File: src/rtl/sevenseg_pkg.sv
// Shared constants for the seven-segment scan driver: the hex glyph table
// and the all-off codes for the segment and anode buses.
package sevenseg_pkg;

    localparam logic [6:0] SEG_BLANK = 7'h7F;
    localparam logic [7:0] AN_OFF    = 8'hFF;

    // Active-low {g,f,e,d,c,b,a}; entry n is the glyph for hex digit n.
    localparam logic [15:0][6:0] SEG_TABLE = {
        7'h0E, 7'h06, 7'h21, 7'h46,   // F E d C
        7'h03, 7'h08, 7'h10, 7'h00,   // b A 9 8
        7'h78, 7'h02, 7'h12, 7'h19,   // 7 6 5 4
        7'h30, 7'h24, 7'h79, 7'h40    // 3 2 1 0
    };

endpackage

File: src/rtl/sevenseg_hex7seg.sv
// Combinational hex nibble to active-low seven-segment glyph.
module hex7seg
    import sevenseg_pkg::*;
(
    input  logic [3:0] nibble,
    output logic [6:0] seg
);

    assign seg = SEG_TABLE[nibble];

endmodule

File: src/rtl/sevenseg_scan.sv
// 8-digit multiplexed seven-segment driver with shadow capture, leading-zero
// blanking and a decimal-point flash on digit 0 after the shown value changes.
module sevenseg_scan
    import sevenseg_pkg::*;
#(
    parameter int CLK_DIV      = 100000,
    parameter int FLASH_FRAMES = 16
) (
    input  logic        clk,
    input  logic        rst,
    input  logic [31:0] display,
    input  logic        hold,
    input  logic        blank_lz,
    output logic [7:0]  an,
    output logic [6:0]  seg,
    output logic        dp
);

    localparam int               PRE_W      = $clog2(CLK_DIV);
    localparam logic [PRE_W-1:0] PRE_MAX    = PRE_W'(CLK_DIV - 1);
    localparam logic [PRE_W-1:0] PRE_ONE    = PRE_W'(1);
    localparam logic [7:0]       FLASH_LOAD = 8'(FLASH_FRAMES);

    logic [PRE_W-1:0] pre_cnt_q, pre_cnt_d;
    logic [2:0]       idx_q, idx_d;
    logic [31:0]      shadow_q, shadow_d;
    logic [7:0]       flash_cnt_q, flash_cnt_d;
    logic [7:0]       an_q, an_d;
    logic [6:0]       seg_q, seg_d;
    logic             dp_q, dp_d;

    logic             tick;
    logic             frame_end;
    logic [3:0]       nibble;
    logic [6:0]       glyph;
    logic [31:0]      upper;
    logic             blank;

    hex7seg u_hex7seg (
        .nibble (nibble),
        .seg    (glyph)
    );

    always_comb begin
        tick      = (pre_cnt_q == PRE_MAX);
        frame_end = tick && (idx_q == 3'd7);

        pre_cnt_d = tick ? '0 : pre_cnt_q + PRE_ONE;
        idx_d     = tick ? idx_q + 3'd1 : idx_q;
        shadow_d  = hold ? shadow_q : display;

        // A fresh change always restarts the flash, even on a frame boundary.
        flash_cnt_d = flash_cnt_q;
        if (!hold && (display != shadow_q)) begin
            flash_cnt_d = FLASH_LOAD;
        end else if (frame_end && (flash_cnt_q != 8'd0)) begin
            flash_cnt_d = flash_cnt_q - 8'd1;
        end

        nibble = shadow_q[{idx_q, 2'b00} +: 4];
        upper  = shadow_q >> {idx_q, 2'b00};
        blank  = blank_lz && (idx_q != 3'd0) && (upper == 32'd0);

        an_d  = ~(8'b1 << idx_q);
        seg_d = blank ? SEG_BLANK : glyph;
        dp_d  = !((idx_q == 3'd0) && (flash_cnt_q != 8'd0));
    end

    always_ff @(posedge clk or posedge rst) begin
        if (rst) begin
            pre_cnt_q   <= '0;
            idx_q       <= 3'd0;
            shadow_q    <= 32'd0;
            flash_cnt_q <= 8'd0;
            an_q        <= AN_OFF;
            seg_q       <= SEG_BLANK;
            dp_q        <= 1'b1;
        end else begin
            pre_cnt_q   <= pre_cnt_d;
            idx_q       <= idx_d;
            shadow_q    <= shadow_d;
            flash_cnt_q <= flash_cnt_d;
            an_q        <= an_d;
            seg_q       <= seg_d;
            dp_q        <= dp_d;
        end
    end

    assign an  = an_q;
    assign seg = seg_q;
    assign dp  = dp_q;

endmodule

File: config.mk
export PLATFORM = sky130hd
export DESIGN_NAME = sevenseg_scan
export DESIGN_NICKNAME = d
export VERILOG_FILES = /design/src/rtl/sevenseg_pkg.sv /design/src/rtl/sevenseg_hex7seg.sv /design/src/rtl/sevenseg_scan.sv
export SDC_FILE = /design/constraint.sdc
export NUM_CORES = 1
export LEC_CHECK = 0
export ABC_AREA = 1
export CORE_MARGIN = 3
export CORE_UTILIZATION = 57
export CTS_CLUSTER_SIZE = 14
export DETAILED_ROUTE_END_ITERATION = 10
export HOLD_SLACK_MARGIN = 0.08
export PLACE_DENSITY = 0.8
export REMOVE_ABC_BUFFERS = 1
export SYNTH_ARGS = -nofsm -noshare
export SYNTH_HDL_FRONTEND = slang
export SYNTH_SLANG_ARGS = --single-unit
File: constraint.sdc
create_clock -name clk -period 2.58 [get_ports clk]
set_clock_uncertainty 0.1 [all_clocks]
set_input_delay 0.387 -clock clk [delete_from_list [all_inputs] [get_ports clk]]
set_output_delay 0.387 -clock clk [all_outputs]
set_load 0.01 [all_outputs]
# Yosys cells after proc, flatten, opt, wreduce, memory -nomap -nowiden
# Memories as Yosys holds them, arrays and structs flattened.
# Cells that the tools add are included.
dict set report totals {
  romBits 112
  inputBits 36
  reg_bits 76
  output_inout_bits 16
  mem_count 1
  word_cells 37
}
# name words width read_ports rd_clocked_by_memory_dff write_ports line_no
set mem_list {}
lappend mem_list {{(no name shown)} 16 7 1 0 0 sevenseg_hex7seg.sv:9} ;# assign seg = SEG_TABLE[nibble];
dict set report classes {
  n_addsub 3
  mux 5
  n_eq_ne 3
  n_shift 3
  order_cmp 1
  n_reduce_logical 13
  bitwise 1
}
# operator count
set ops {}
lappend ops {{logical NOT 32 bit} 1}
lappend ops {{inequality test 32 bit} 1}
lappend ops {{indexed part select 32 x 6 -> 4 bit} 1}
lappend ops {{right shift 32 x 5 -> 32 bit} 1}
lappend ops {{adder 17 x 1 -> 17 bit, second input constant} 1}
lappend ops {{== test 17 bit, second input constant} 1}
lappend ops {{2-to-1 mux 17 bit} 1}
lappend ops {{2-to-1 mux 8 bit} 2}
lappend ops {{2-to-1 mux 7 bit} 2}
lappend ops {{NOT 8 bit} 1}
lappend ops {{nonzero test 8 bit} 1}
lappend ops {{<< shifter 1 x 3 -> 8 bit, first input constant} 1}
lappend ops {{subtractor 8 x 1 -> 8 bit, second input constant} 1}
lappend ops {{logical AND 1 bit} 6}
lappend ops {{less-than comparator 4 x 5 -> 1 bit, second input constant} 1}
lappend ops {{adder 3 x 1 -> 3 bit, second input constant} 1}
lappend ops {{== test 3 bit, second input constant} 1}
lappend ops {{logical NOT 3 bit} 1}
lappend ops {{nonzero test 3 bit} 1}
lappend ops {{logical NOT 1 bit} 2}
lappend ops {{nonzero test 2 bit} 1}

# Depth between registers and ports, before layout
dict set report depth {
  word_depth 5
  mapped_depth 18
  depth_no_buf 16
}

# Hierarchy
# From an unflattened synthesis, not the netlist that was laid out.
dict set report unflattened {
  hier_cells 693
  area_unflattened_um2 4865.9
}
# mod seq_area_each_um2 cells_per_inst instances area_per_inst_um2
set by_module_without_submodules {}
lappend by_module_without_submodules {sevenseg_scan 1921.8 644 1 4591.9}
lappend by_module_without_submodules {hex7seg 0.0 49 1 274.0}

# Worst setup path before layout
# OpenSTA, ideal clock, no wires.
dict set report synth_path {
  path_type {flip-flop to flip-flop}
  startpoint {reg idx_q[1]}
  endpoint {reg seg_q[2], in the netlist seg[2]}
  arrival_ps 1999
  synth_period_minus_slack_ps 2160
  stages_incl_launch_ff 17
  setup_time_ps 60
  t_required_ps 2420
  slack_ps 420
  path_buffers 2
  cell_sequence {dfrtp_1 > inv_1 > buf_2 > buf_2 > o211ai_1 > nand3_1 > nand2_1 > inv_1 > ha_1 > nand2_1 > nor2_1 > nand3_1 > nor2_1 > nand3_1 > nor2_1 > nand2_2 > nand2_1}
}
dict set report synth_via {
  elab_chain_len 4
  word_cells_on_any_way 9
  classes_between {shift (2); mux (2); reduce/logical (4); memory (1)}
}
# item line_no
set synth_rtl {}
lappend synth_rtl {{start: declaration} sevenseg_scan.sv:25} ;# logic [2:0] idx_q, idx_d;
lappend synth_rtl {{start signal: assignment} sevenseg_scan.sv:80} ;# idx_q <= idx_d;
lappend synth_rtl {{indexed part select 32 x 6 -> 4 bit (tied with other cells)} sevenseg_scan.sv:60} ;# nibble = shadow_q[{idx_q, 2'b00} +: 4];
lappend synth_rtl {{memory read (16 x 7 bit) (tied with other cells)} n/a}
lappend synth_rtl {{2-to-1 mux 7 bit (not written as such) / logical AND 1 bit (equally long branches)} {sevenseg_hex7seg.sv:9, sevenseg_scan.sv:62}}
lappend synth_rtl {{2-to-1 mux 7 bit *} sevenseg_scan.sv:65} ;# seg_d = blank ? SEG_BLANK : glyph;
lappend synth_rtl {{named net seg_d[2]} sevenseg_scan.sv:29} ;# logic [6:0] seg_q, seg_d;
lappend synth_rtl {{end signal: assignment} sevenseg_scan.sv:84} ;# seg_q <= seg_d;
lappend synth_rtl {{end: declaration} sevenseg_scan.sv:29}
# The timed path passes the listed nets; every way through them passes the cells marked *. The select of a mux whose other input is x is not followed.
# A chain may end at the register's enable or synchronous reset.

# Worst setup path in the final report
dict set report layout_path {
  startpoint {reg idx_q[0]}
  endpoint {reg seg_q[5], in the netlist seg[5]}
}
# The elaborated chain is that of the path after synthesis.

==> results.toml <==
[final_layout]
stdcell_area_um2 = 5680
nets = 796
final.fill_count = 672
area.sequential_um2 = 1920
final_layout_size_suffix_gt1_share_pct = 9.47
antenna_cells_inserted = 0
multi_input_area_um2 = 2350
layout-area-overhead-vs-synth_pct = 18.7
fin_cells = 852

[yosys]
synth-seq-cells = 76
post_synthesis_cell_type_count = 31
synth-async-reset-ratio_pct = 100
yosys.area.top_type = "dfrtp_1"
yosys-top-cells-count = "nand2_1 (231), inv_1 (105), dfrtp_1 (60), nor2_1 (53), nand3_1 (52)"
gate_count_of_the_mapped_netlist = 691
post-synth-top-count-cell = "nand2_1"
synth_seq_area_share_pct = 40.2
yosys_warnings = 0
syn_area_um2 = 4780
post-synth-top-area-fraction_pct = 31.4
synth_enable_flop_cells = 0
synth_top_cells_by_area = "dfrtp_1 (31%), nand2_1 (18%), dfstp_2 (8.8%)"
synth_flop_cell = "dfrtp_1"
average_size_of_a_mapped_cell_um2 = 6.92

[critical_path]
worst-r2r-cell-count = 16
r2r_slack_ns = 0.28
worstPathCellList = "buf_6, nand2_1, nand2_1, nand2_1, nand3_1, nand2_1, inv_1, ha_1, nand2_1, nor2_1, nand3_1, nor2_1, nand3_1, nor2_1, nand2_2, nand2_1"
critical_path.slowest_cell = "dfrtp_2"
endpoint_kind = "flip-flop"
crit_path_end = "seg[5]$_DFF_PP1_"
cp_data_arrival_time_ns = 2.50
worst_ep_required_time_ns = 2.77
critical_path.max_fanout = 14
setup.worst_path.class = "reg -> reg"
path_common_cell = "nand2_1"
r2r_end = "seg[5]$_DFF_PP1_"
r2r_start = "idx_q[0]$_DFFE_PP0N_"
worst_setup_path_start_kind = "flip-flop"
critical_path.max_stage_delay_ns = 0.45
crit_start = "idx_q[0]$_DFFE_PP0N_"

[sta]
setup-tns-final_ns = 0
timing.final.max_slew_violations = 0
timing.final.crit_period_ns = 2.30
final_critical_path_setup_slack_ns = 0.278
finalHoldViolations = 0
max_freq_mhz = 434
headroom_to_the_max_slew_limit_pct = 68.5
finalCritPeriodShare_pct = 89.2
max_slew.worst_pin.slew_ns = 0.468
report.final.setup_viol = 0

[placed_design]
dp_hpwl_mm = 8.16
placement.io_buffers = 51
dp_cells = 836
dp_slack_ns = 0.260
gp_congestion = 0.896
placed_area_um2 = 5410

[detailed_routing]
wirelength_per_cell_um = 12.8
final_antenna_net_count = 0
routed_via_density = 5.25
drt_first_pass_iters = 5
route.vias.total = 4474
drt_iter0_drc = 233
postRouteWirelength_mm = 10.9
detail_route.drc_violations = 0

[clock_network]
clock_tree_from_tritoncts = "built"
cts_made_buffers = 9
clock_path_buffers = 2
worst_skew_pair_later_pin_latency_ns = 0.36
cts-htree-levels = 3
clk_transition_reported_paths_ns = 0.08
post-cts-setup-buffer-count = 0
cts.hold.buffers_added = 0
clock-sinks = 76
buffer_cell_driving_the_clock_tree_root = "clkbuf_8"

[die]
core_um2 = 7930
num_io_pins = 52
start_util_pct = 60.3
die_h_um = 97.6
floorplan.die_area_um2 = 9530
placementRows = 32
die_width_um = 97.6

[job]
drv.max_cap_violation_count = 0

[status]
status = "finished, final reports clean"

[pwr]
power.density_cell_area_nw_per_um2 = 511
power.static_leakage_nw = 2.86
max-vdd-ir-drop_v = 0.000285

[grt]
antenna_violations_before_repair = 0
grt_busiest_layer = "met2"
globalRouteOverflowTotal = 0
grt_use_met2_pct = 39.8
grt_start_max_net_pins = 77
first_global_vias = 4259
grt_first_pass_wirelength_mm = 18.7
globalRouteMet1Util_pct = 30.5
global_route.usage.total_pct = 23.6
met3_demand_to_capacity_share_in_global_routing_pct = 3.59

[worst_hold_path]
min-delay-path-class = "in -> reg"
-- where the power goes --
part           total (mW)  switching (mW)  internal, mW
registers            1.32          0.0547          1.26
clock network        1.17           0.470         0.699
logic               0.415           0.237         0.178
-- state kept, by name, summed over array words and instances, names as in the netlist --
register	flops
shadow_q	32
pre_cnt_q	17
an	8
flash_cnt_q	8
seg	7
idx_q	3
dp	1
-- repair_timing --
item                                    CTS  global route
hold endpoints to repair                  0             0
endpoints found under the setup margin    0             7
resized for setup                         0             4
-- how the worst min path moves through the flow --
| stage | to | slack (ns) | from | depth (start not counted) |
|---|---|---|---|---|
| after floorplan | pre_cnt_q[0]$_DFF_PP0_ | 0.33 | pre_cnt_q[0]$_DFF_PP0_ | 1 |
| after global placement | pre_cnt_q[0]$_DFF_PP0_ | 0.35 | pre_cnt_q[0]$_DFF_PP0_ | 1 |
| after detailed placement | pre_cnt_q[0]$_DFF_PP0_ | 0.36 | pre_cnt_q[0]$_DFF_PP0_ | 1 |
| after CTS | shadow_q[4]$_DFFE_PP0N_ | 0.32 | hold | 3 |
| after global routing | shadow_q[4]$_DFFE_PP0N_ | 0.37 | hold | 3 |
| final | shadow_q[2]$_DFFE_PP0N_ | 0.32 | hold | 3 |
-- metal layers --
layer / up-vias / part of all wire [%]
met5: - / 0
met4: 0 / 2.1
met3: 20 / 4.5
met2: 135 / 48
met1: 2047 / 45
li1: 2272 / -
-- metrics by stage --
step	util, %	hold WS [ns]	total power, mW
after CTS	71.5	0.318	2.92
after global routing	71.6	0.367	3.04
after global placement	68.2	0.349	1.74
after floorplan	-	0.332	1.57
after detailed placement	68.2	0.364	1.75
final	71.6	0.322	2.90
-- worst max-delay path: cells and delay by family, from the launching register on --
kind,cells,cell delay [ns]
simple gates,13,1.18
fa+ha+maj,1,0.17
buf+inv,2,0.32
flops,1,0.45
-- layout make-up --
type / count / share of cell area, %
Sequential cell: 76 / 33.9
Clock inverter: 5 / 1.89
Tap cell: 102 / 2.25
Multi-Input combinational cell: 486 / 41.4
Clock buffer: 11 / 2.67
Timing Repair Buffer: 60 / 10.4
Inverter: 112 / 7.53
-- placed cells by master (no fill, tap or decap), drive strengths merged, types with 3 or more instances in the layout --
cell type / count
inv: 109
dfstp: 16
clkbuf: 11
ha: 15
o211ai: 6
clkdlybuf4s50: 50
nor3: 14
dfrtp: 60
or2: 3
nand2: 239
clkinv: 4
o21ai: 50
a21oi: 11
nor4: 3
nand4: 22
nor2: 57
xor2: 9
bufinv: 3
buf: 10
nand3: 54
-- kinds of logic after synthesis --
| group | count (synthesis) | share of synthesized area (%) |
|---|---|---|
| AND/OR/NAND/NOR | 393 | 36.0 |
| XOR/XNOR | 9 | 1.65 |
| flip-flops | 76 | 40.2 |
| adder cells (fa/ha/maj) | 15 | 3.92 |
| buffers and inverters | 129 | 10.6 |
| AO/OA/AOI/OAI | 69 | 7.64 |
(Power assumes the default switching activity.)
